$ cat config.mk
export PLATFORM = sky130hd
export DESIGN_NAME = mem_access_unit
export DESIGN_NICKNAME = d
export VERILOG_FILES = /design/src/rtl/mem_pkg.sv /design/src/rtl/load_extender.sv /design/src/rtl/mem_access_unit.sv
export SDC_FILE = /design/constraint.sdc
export NUM_CORES = 1
export LEC_CHECK = 0
export CAP_MARGIN = 20
export CELL_PAD_IN_SITES_DETAIL_PLACEMENT = 1
export CELL_PAD_IN_SITES_GLOBAL_PLACEMENT = 2
export CORE_UTILIZATION = 22
export CTS_CLUSTER_SIZE = 8
export DETAILED_ROUTE_END_ITERATION = 6
export GPL_TIMING_DRIVEN = 0
export PLACE_DENSITY_LB_ADDON = 0.1
export REMOVE_ABC_BUFFERS = 1
export SLEW_MARGIN = 20
export SYNTH_ARGS = -nofsm -noshare
export SYNTH_HDL_FRONTEND = slang
export SYNTH_SLANG_ARGS = --single-unit
$ cat constraint.sdc
create_clock -name clk -period 2.5 [get_ports clk]
set_clock_uncertainty 0.05 [all_clocks]
set_input_delay 0.25 -clock clk [delete_from_list [all_inputs] [get_ports clk]]
set_output_delay 0.25 -clock clk [all_outputs]
set_load 0.01 [all_outputs]
$ cat src/rtl/mem_pkg.sv
// Shared encodings for the MEM-stage load/store path.
package mem_pkg;

  localparam logic [2:0] F3_B  = 3'b000;
  localparam logic [2:0] F3_H  = 3'b001;
  localparam logic [2:0] F3_W  = 3'b010;
  localparam logic [2:0] F3_BU = 3'b100;
  localparam logic [2:0] F3_HU = 3'b101;

  localparam logic [1:0] MASK_B = 2'b00;
  localparam logic [1:0] MASK_H = 2'b01;
  localparam logic [1:0] MASK_W = 2'b10;

  localparam logic [31:0] DRAM_BASE_ADDR = 32'h8010_0000;
  localparam logic [31:0] MMIO_SW_ADDR   = 32'h8020_0000;
  localparam logic [31:0] MMIO_LED_ADDR  = 32'h8020_0040;
  localparam logic [31:0] MMIO_CNT_ADDR  = 32'h8020_0050;
  localparam int unsigned LED_W_DEF      = 24;

  typedef enum logic [2:0] {
    REG_DRAM,
    REG_SW,
    REG_LED,
    REG_CNT,
    REG_NONE
  } region_e;

endpackage

$ cat src/rtl/load_extender.sv
// Turns a right-aligned raw load word into the architectural result for funct3.
module load_extender
  import mem_pkg::*;
(
  input  logic [2:0]  funct3,
  input  logic [31:0] raw,
  output logic [31:0] ext
);

  // Sign/zero extension selected by funct3; word and unknown codes pass through.
  always_comb begin
    ext = raw;
    case (funct3)
      F3_B:    ext = {{24{raw[7]}}, raw[7:0]};
      F3_H:    ext = {{16{raw[15]}}, raw[15:0]};
      F3_BU:   ext = {24'h0, raw[7:0]};
      F3_HU:   ext = {16'h0, raw[15:0]};
      F3_W:    ext = raw;
      default: ext = raw;
    endcase
  end

endmodule

$ cat src/rtl/mem_access_unit.sv
// MEM-stage load/store unit: DRAM front-end, MMIO registers and WB load register.
module mem_access_unit
  import mem_pkg::*;
#(
  parameter logic [31:0] DRAM_BASE = DRAM_BASE_ADDR,
  parameter logic [31:0] MMIO_SW   = MMIO_SW_ADDR,
  parameter logic [31:0] MMIO_LED  = MMIO_LED_ADDR,
  parameter logic [31:0] MMIO_CNT  = MMIO_CNT_ADDR,
  parameter int unsigned LED_W     = LED_W_DEF
) (
  input  logic             clk,
  input  logic             rst,
  input  logic             ex_valid,
  input  logic             ex_is_load,
  input  logic             ex_is_store,
  input  logic [2:0]       ex_funct3,
  input  logic [31:0]      ex_addr,
  input  logic [31:0]      ex_wdata,
  input  logic [4:0]       ex_rd,
  output logic [17:0]      perip_addr,
  output logic [31:0]      perip_wdata,
  output logic [1:0]       perip_mask,
  output logic             dram_wen,
  input  logic [31:0]      perip_rdata,
  input  logic [LED_W-1:0] sw,
  output logic [LED_W-1:0] led,
  output logic             wb_valid,
  output logic [4:0]       wb_rd,
  output logic [31:0]      wb_data,
  output logic             misalign,
  output logic             misalign_sticky
);

  region_e     region;
  logic        mis;
  logic        access;
  logic        do_load;
  logic        do_store;
  logic [31:0] counter;
  logic [31:0] ext_data;
  logic [31:0] load_data;

  assign perip_addr  = ex_addr[17:0];
  assign perip_wdata = ex_wdata;
  assign perip_mask  = ex_funct3[1:0];

  // Address decode: DRAM is a 256 KiB window, MMIO registers are exact matches.
  always_comb begin
    region = REG_NONE;
    if (ex_addr[31:18] == DRAM_BASE[31:18]) region = REG_DRAM;
    else if (ex_addr == MMIO_SW)            region = REG_SW;
    else if (ex_addr == MMIO_LED)           region = REG_LED;
    else if (ex_addr == MMIO_CNT)           region = REG_CNT;
  end

  // Alignment check from the access width.
  always_comb begin
    mis = 1'b0;
    case (ex_funct3[1:0])
      MASK_B:  mis = 1'b0;
      MASK_H:  mis = ex_addr[0];
      MASK_W:  mis = |ex_addr[1:0];
      default: mis = 1'b0;
    endcase
  end

  assign access   = ex_valid & (ex_is_load | ex_is_store);
  assign do_load  = ex_valid & ex_is_load;
  assign do_store = ex_valid & ex_is_store & ~mis;
  assign dram_wen = do_store & (region == REG_DRAM);

  load_extender u_ext (
    .funct3 (ex_funct3),
    .raw    (perip_rdata),
    .ext    (ext_data)
  );

  // Load source select; MMIO is always returned as a full word, misaligned loads as 0.
  always_comb begin
    load_data = '0;
    if (!mis) begin
      case (region)
        REG_DRAM: load_data = ext_data;
        REG_SW:   load_data = 32'(sw);
        REG_LED:  load_data = 32'(led);
        REG_CNT:  load_data = counter;
        default:  load_data = '0;
      endcase
    end
  end

  // Write-back register: one-cycle load latency.
  always_ff @(posedge clk) begin
    if (rst) begin
      wb_valid <= 1'b0;
      wb_rd    <= '0;
      wb_data  <= '0;
    end else begin
      wb_valid <= do_load;
      if (do_load) begin
        wb_rd   <= ex_rd;
        wb_data <= load_data;
      end
    end
  end

  // Misalignment pulse and sticky flag.
  always_ff @(posedge clk) begin
    if (rst) begin
      misalign        <= 1'b0;
      misalign_sticky <= 1'b0;
    end else begin
      misalign <= access & mis;
      if (access & mis) misalign_sticky <= 1'b1;
    end
  end

  // MMIO registers: LED latch and free-running cycle counter (a store clears it).
  always_ff @(posedge clk) begin
    if (rst) begin
      led     <= '0;
      counter <= '0;
    end else begin
      if (do_store && region == REG_LED) led <= ex_wdata[LED_W-1:0];
      if (do_store && region == REG_CNT) counter <= '0;
      else                               counter <= counter + 32'd1;
    end
  end

endmodule

==> impl_metrics.py, run 1 <==
metrics = {
    "global_routing": {
        "antenna_found_initial": 1,
        "grt_pass1_vias": 5630,
        "grt_overflow": 0,
        "grt_max_degree": 43,
        "grt_pass1_wl_um": 33110,
        "track_usage_pct": 17.80,
    },
    "drt": {
        "drt_first_pass_iters": 4,
        "drtAntennaViolNets": 0,
        "wire_per_inst_um": 19.61,
        "via_count": 5518,
        "finalWirelength_um": 22450,
        "drc_errors": 0,
        "vias_per_cell": 4.819,
        "drtIter0Drc": 230,
    },
    "synth": {
        "synth_top_cell_area_share_pct": 35.91,
        "ys_seq_area_share_pct": 35.91,
        "synth-seq-cells": 96,
        "syn_inst": 662,
        "yosysWarnings": 0,
        "syn_area_mm2": 0.005351,
        "avgSynthCellArea_um2": 8.084,
        "synth_top_area_cell": "dfxtp_1",
        "synthTopCellsByArea": "dfxtp_1, buf_4, nand2_1",
        "yosysUniqueCellTypes": 49,
    },
    "cells_and_area": {
        "final_common_cell": "clkdlybuf4s50_1",
        "drive_gt1_share_pct": 7.767,
        "stdcell_count": 1145,
        "fillers": 2744,
        "final_cell_mix": "clkdlybuf4s50_1, dfxtp_1, nand2_1",
        "syn_to_final_growth_pct": 51.20,
        "layout.nets": 956,
        "final_util_pct": 34.17,
    },
    "clock_tree": {
        "cts_htree_levels": 3,
        "numCtsBuffers": 9,
        "insertion_delay_ps": 360,
        "cts.hold.buffers_added": 0,
        "cts_tree": "built",
        "clk_pin_slew_ps": 80,
        "clockBufferDepth": 2,
        "root_buffer": "clkbuf_16",
        "cts_sinks": 96,
    },
    "power_and_ir_drop": {
        "p_total_uw": 3620,
        "switching_share_pct": 26.94,
        "peakVddDrop_mv": 0.2642,
        "p_switching_uw": 975.0,
        "p_leak_uw": 0.002617,
        "p_seq_share_pct": 42.7,
        "comb_power_share_pct": 15.3,
        "power.density_mw_per_mm2": 447.3,
        "p_int_uw": 2645,
        "clkPwrFrac_pct": 42.0,
    },
    "die": {
        "fp.dieH_um": 158.0,
        "die-area_mm2": 0.02495,
        "core-area_mm2": 0.02368,
        "rows": 56,
        "pin_count": 250,
        "initial_core_util_pct": 22.60,
        "die_w_um": 158.0,
    },
    "placed_design": {
        "hpwl_um": 17180,
        "place_inst": 1123,
        "place.gp.congestion": 0.7860,
        "io_buffers": 233,
    },
    "timing": {
        "relSlewSlack_pct": 45.43,
        "whs_ps": 352.6,
        "finalSetupTns_ps": 0,
        "rsz0062_at_grt": "no",
        "clock.fmax_mhz": 412.3,
        "tightest_slew_ps": 811.1,
        "slew_viol_final": 0,
        "setup_viol": 0,
        "hold_violations": 0,
        "period_share_pct": 97.01,
        "layout_min_cycle_time_ps": 2425,
    },
    "critical_path": {
        "crit_chain": "clkdlybuf4s50_1 > nor4_2 > nand3_4 > or4_4 > a2bb2oi_1 > a32oi_2",
        "crit_family": "simple AND/OR/NAND/NOR gates",
        "cpMaxStageDelayCell": "or4_4",
        "cp.depth": 6,
        "reg2reg_slack_ps": 400,
        "worstPathMaxFanout": 17,
        "slowest_delay_ps": 720,
        "rr_worst_depth": 5,
        "crit_type": "input pin to register",
        "crit_path_end_kind": "register",
        "critical_path_arrival_ps": 2660,
        "start_kind": "input pin",
        "required_ps": 2730,
        "crit_buf_inv": 1,
    },
    "run_status": {
        "status": "complete, no violations",
    },
    "min_path": {
        "hold_class": "input pin to register",
        "whs_path_depth": 2,
    },
    "job": {
        "cap_violations": 0,
    },
}
[cell families after synthesis]
group,after synthesis,synth area share (%)
adders and majority gates,4,0.9353
buffers and inverters,106,11.46
AOI/OAI and AO/OA,171,21.81
muxes,8,1.496
and+or+nand+nor,247,23.47
xor gates and xnor gates,30,4.910
DFF,96,35.91
[flip-flops by register name, indices dropped and copies added, names as in the netlist]
name	count
counter	32
wb_data	32
led	24
wb_rd	5
misalign	1
misalign_sticky	1
wb_valid	1
[layout make-up]
type | instances | area (um2) | area share [%]
flip-flops and latches | 96 | 1922 | 23.75
clock inverters | 7 | 86.33 | 1.067
clock buffers | 9 | 225.2 | 2.783
multi-input cells | 461 | 2994 | 37.00
inverters | 11 | 42.54 | 0.5257
repair buffers | 240 | 2417 | 29.87
diodes | 2 | 5.005 | 0.06185
well taps | 319 | 399.1 | 4.933
[power groups by stage]
stage | Combinational (uW) | Sequential [uW] | Clock [uW]
finish | 555 | 1540 | 1520
global route | 593 | 1550 | 1650
CTS | 555 | 1540 | 1570
detailed placement | 536 | 1580 | 0
global placement | 525 | 1580 | 0
floorplan | 119 | 1580 | 0
[Yosys cell counts, drive strengths merged]
| master | instances |
|---|---|
| a211oi | 1 |
| inv | 10 |
| a31oi | 24 |
| nor2b | 3 |
| nand3 | 45 |
| a21oi | 22 |
| o31ai | 1 |
| a31o | 8 |
| nor4b | 3 |
| xor2 | 6 |
| a22oi | 29 |
| and3 | 1 |
| clkinv | 1 |
| xnor2 | 24 |
| o21ai | 41 |
| o311a | 7 |
| clkbuf | 29 |
| nand4b | 1 |
| ha | 4 |
| nand2 | 72 |
| a21o | 10 |
| a2bb2oi | 1 |
| o21a | 3 |
| a32oi | 8 |
| or4 | 5 |
| or2 | 2 |
| dfxtp | 96 |
| nor4 | 15 |
| nand4 | 6 |
| mux2i | 8 |
| a22o | 16 |
| or3 | 9 |
| nor3 | 12 |
| and2 | 4 |
| nand2b | 3 |
| buf | 66 |
| nor2 | 65 |
| and4 | 1 |
[metal layers]
metal / GRT usage (%) / vias up / wire length [um]
li1: - / 2660 / -
met3: 5.229 / 18 / 1658
met5: 0 / - / 0
met2: 29.96 / 185 / 10640
met1: 22.25 / 2655 / 9860
met4: 4.029 / 0 / 297
[path summary, 6_finish.rpt]
path,start,to
min reg2reg,wb_data[29],wb_data[29]
max reg2reg,counter[2],counter[31]
max,ex_addr[12],wb_data[5]
min,rst,led[23]
[what timing repair did]
item,4_1_cts,5_1_grt
resized for setup,17,16
setup buffers,3,0
endpoints found under the setup margin,89,31
pin swaps,2,2
gates cloned,1,0
[metrics by stage]
step | setup slack [ps] | cell area (um2)
floorplan | 31.90 | 4780
global placement | -2697 | 7511
detailed placement | -1517 | 7599
CTS | -143.0 | 8011
global route | 15.91 | 8087
finish | 74.71 | 8092
No activity file was read; power rests on OpenSTA's default activity.
==> run 2: changes to the inputs <==
Settings changed: CORE_UTILIZATION 22 to 20.
Clock period 2.5 ns to 2.1 ns, I/O delays scaled along.
==> run 2 against run 1 <==
The flow now finishes with violations (design-rule violations). Sequential share of layout area down 1.1 points. Total power rose by 20%. Utilization down 1.7 points. Wire length rose by 7.0%. Count of clock-buffer cells in the layout did not move. Register-to-register slack worse by 310 ps. First-iteration DRC count rose by 5.7%. Final cell count rose by 3.2%. Critical path type unchanged. Largest cell class unchanged. Largest power group unchanged. Highest routed layer unchanged.
==> impl_metrics.py, run 2 (synthesized netlist as in run 1, its figures left out) <==
metrics = {
    "timing": {
        "relSlewSlack_pct": 54.91,
        "tightest_slew_ps": 675.6,
        "slew_viol_final": 0,
        "setup_viol": 0,
        "clock.fmax_mhz": 493.6,
        "whs_ps": 203.3,
        "setup_ws_ps": 74.14,
        "hold_violations": 0,
        "period_share_pct": 96.47,
        "layout_min_cycle_time_ps": 2026,
        "finalSetupTns_ps": 0,
    },
    "clock_tree": {
        "clockBufferDepth": 2,
        "root_buffer": "clkbuf_16",
        "cts_tree": "built",
        "numCtsBuffers": 9,
        "clk_pin_slew_ps": 80,
        "insertion_delay_ps": 350,
        "cts_htree_levels": 3,
        "cts_sinks": 96,
    },
    "critical_path": {
        "required_ps": 2330,
        "crit_path_end_kind": "register",
        "worstPathMaxFanout": 9,
        "start_kind": "input pin",
        "crit_type": "input pin to register",
        "critical_path_arrival_ps": 2260,
    },
    "cells_and_area": {
        "drive_gt1_share_pct": 13.34,
        "reg_top3": "counter x32, wb_data x32, led x24",
        "stdcell_count": 1182,
        "insertedDiodeCount": 0,
        "final_cell_mix": "clkdlybuf4s50_1, dfxtp_1, nand2_1",
        "layout.nets": 979,
        "fillers": 3027,
        "final_common_cell": "clkdlybuf4s50_1",
        "syn_to_final_growth_pct": 58.52,
    },
    "run_status": {
        "failed_checks": "design-rule violations",
        "status": "finished, violations left",
    },
    "drt": {
        "drc_errors": 40,
        "vias_per_cell": 4.783,
        "drtIter0Drc": 243,
        "finalWirelength_um": 24040,
        "via_count": 5654,
        "drt_first_pass_iters": 7,
        "wire_per_inst_um": 20.33,
        "drtAntennaViolNets": 0,
    },
    "placed_design": {
        "io_buffers": 233,
        "place_inst": 1139,
        "place.gp.congestion": 0.8280,
        "pre_cts_slack_ps": -1864,
        "hpwl_um": 17680,
    },
    "global_routing": {
        "grt_overflow": 0,
        "grt_max_degree": 43,
        "grt_pass1_vias": 5954,
        "track_usage_pct": 17.23,
        "grt_pass1_wl_um": 35140,
        "antenna_found_initial": 0,
    },
    "die": {
        "initial_core_util_pct": 20.48,
        "die_w_um": 165.6,
        "die-area_mm2": 0.02742,
        "rows": 59,
        "pin_count": 250,
        "fp.dieH_um": 165.6,
        "core-area_mm2": 0.02613,
    },
    "power_and_ir_drop": {
        "peakVddDrop_mv": 0.2711,
        "p_leak_uw": 0.002876,
        "power.density_mw_per_mm2": 511.5,
    },
    "min_path": {
        "hold_class": "input pin to register",
    },
    "job": {
        "cap_violations": 0,
    },
}
==> run 2: changes by cell type in the layout (fill, tap and decap cells not counted), sizes merged <==
cell	previous run	this run
clkbuf	10	11
diode	2	0
or4	5	6
a21o	10	12
dlygate4sd2	1	13
clkdlybuf4s50	228	208
clkinvlp	1	0
buf	8	29
clkinv	1	2
dlymetal6s2s	2	8
==> run 2: worst max-delay path, stage by stage <==
cell,delay [ps]
clkdlybuf4s50_1,440
nor4_4,210
buf_4,180
nand3_4,180
or4_4,670
a2bb2oi_2,210
a32oi_2,150
==> run 2: routing by layer <==
| layer | global-route usage [%] | vias up | routed length (um) |
|---|---|---|---|
| li1 | - | 2699 | - |
| met1 | 21.94 | 2772 | 10700 |
| met2 | 28.94 | 173 | 11490 |
| met3 | 4.246 | 10 | 1653 |
| met4 | 4.174 | 0 | 193 |
| met5 | 0 | - | 0 |
==> run 2: worst paths after layout <==
| check | depth (start not counted) | end | slack [ps] | startpoint |
|---|---|---|---|---|
| hold reg to reg | 2 | wb_data[27] | 410 | wb_data[27] |
| setup reg to reg | 6 | counter[24] | 90 | counter[1] |
| setup / recovery | 7 | wb_data[5] | 70 | ex_addr[27] |
| hold / removal | 2 | wb_rd[2] | 200 | rst |
==> run 2: stage by stage <==
step	power [uW]	instance area [um2]	utilization (%)
finish	4339	8483	32.46
global route	4527	8483	32.46
CTS	4409	8310	31.80
detailed placement	2521	7609	29.12
global placement	2508	7531	28.82
floorplan	2024	4780	-
==> run 2: power by group <==
group | leakage [uW] | internal (uW) | switching (uW) | total (uW)
combinational | 0.00195 | 364 | 323 | 688
sequential | 0.000775 | 1830 | 9.32 | 1840
clock | 0.000155 | 955 | 857 | 1810
==> run 2: final cells by class <==
class                      instances  area, um2  area share [%]
clock buffer                       9      225.2           2.655
clock inverter                     7      83.83          0.9882
inverter                          11      42.54          0.5015
multi-input combinational        464       3207           37.80
sequential                        96       1923           22.67
tap                              335      419.2           4.941
timing repair buffer             260       2582           30.44
==> run 2: repair_timing <==
item	CTS	global route
pin swaps	18	9
cloned	4	0
endpoints found under the setup margin	89	75
hold buffers	0	0
resized for setup	65	37
buffers inserted	18	5
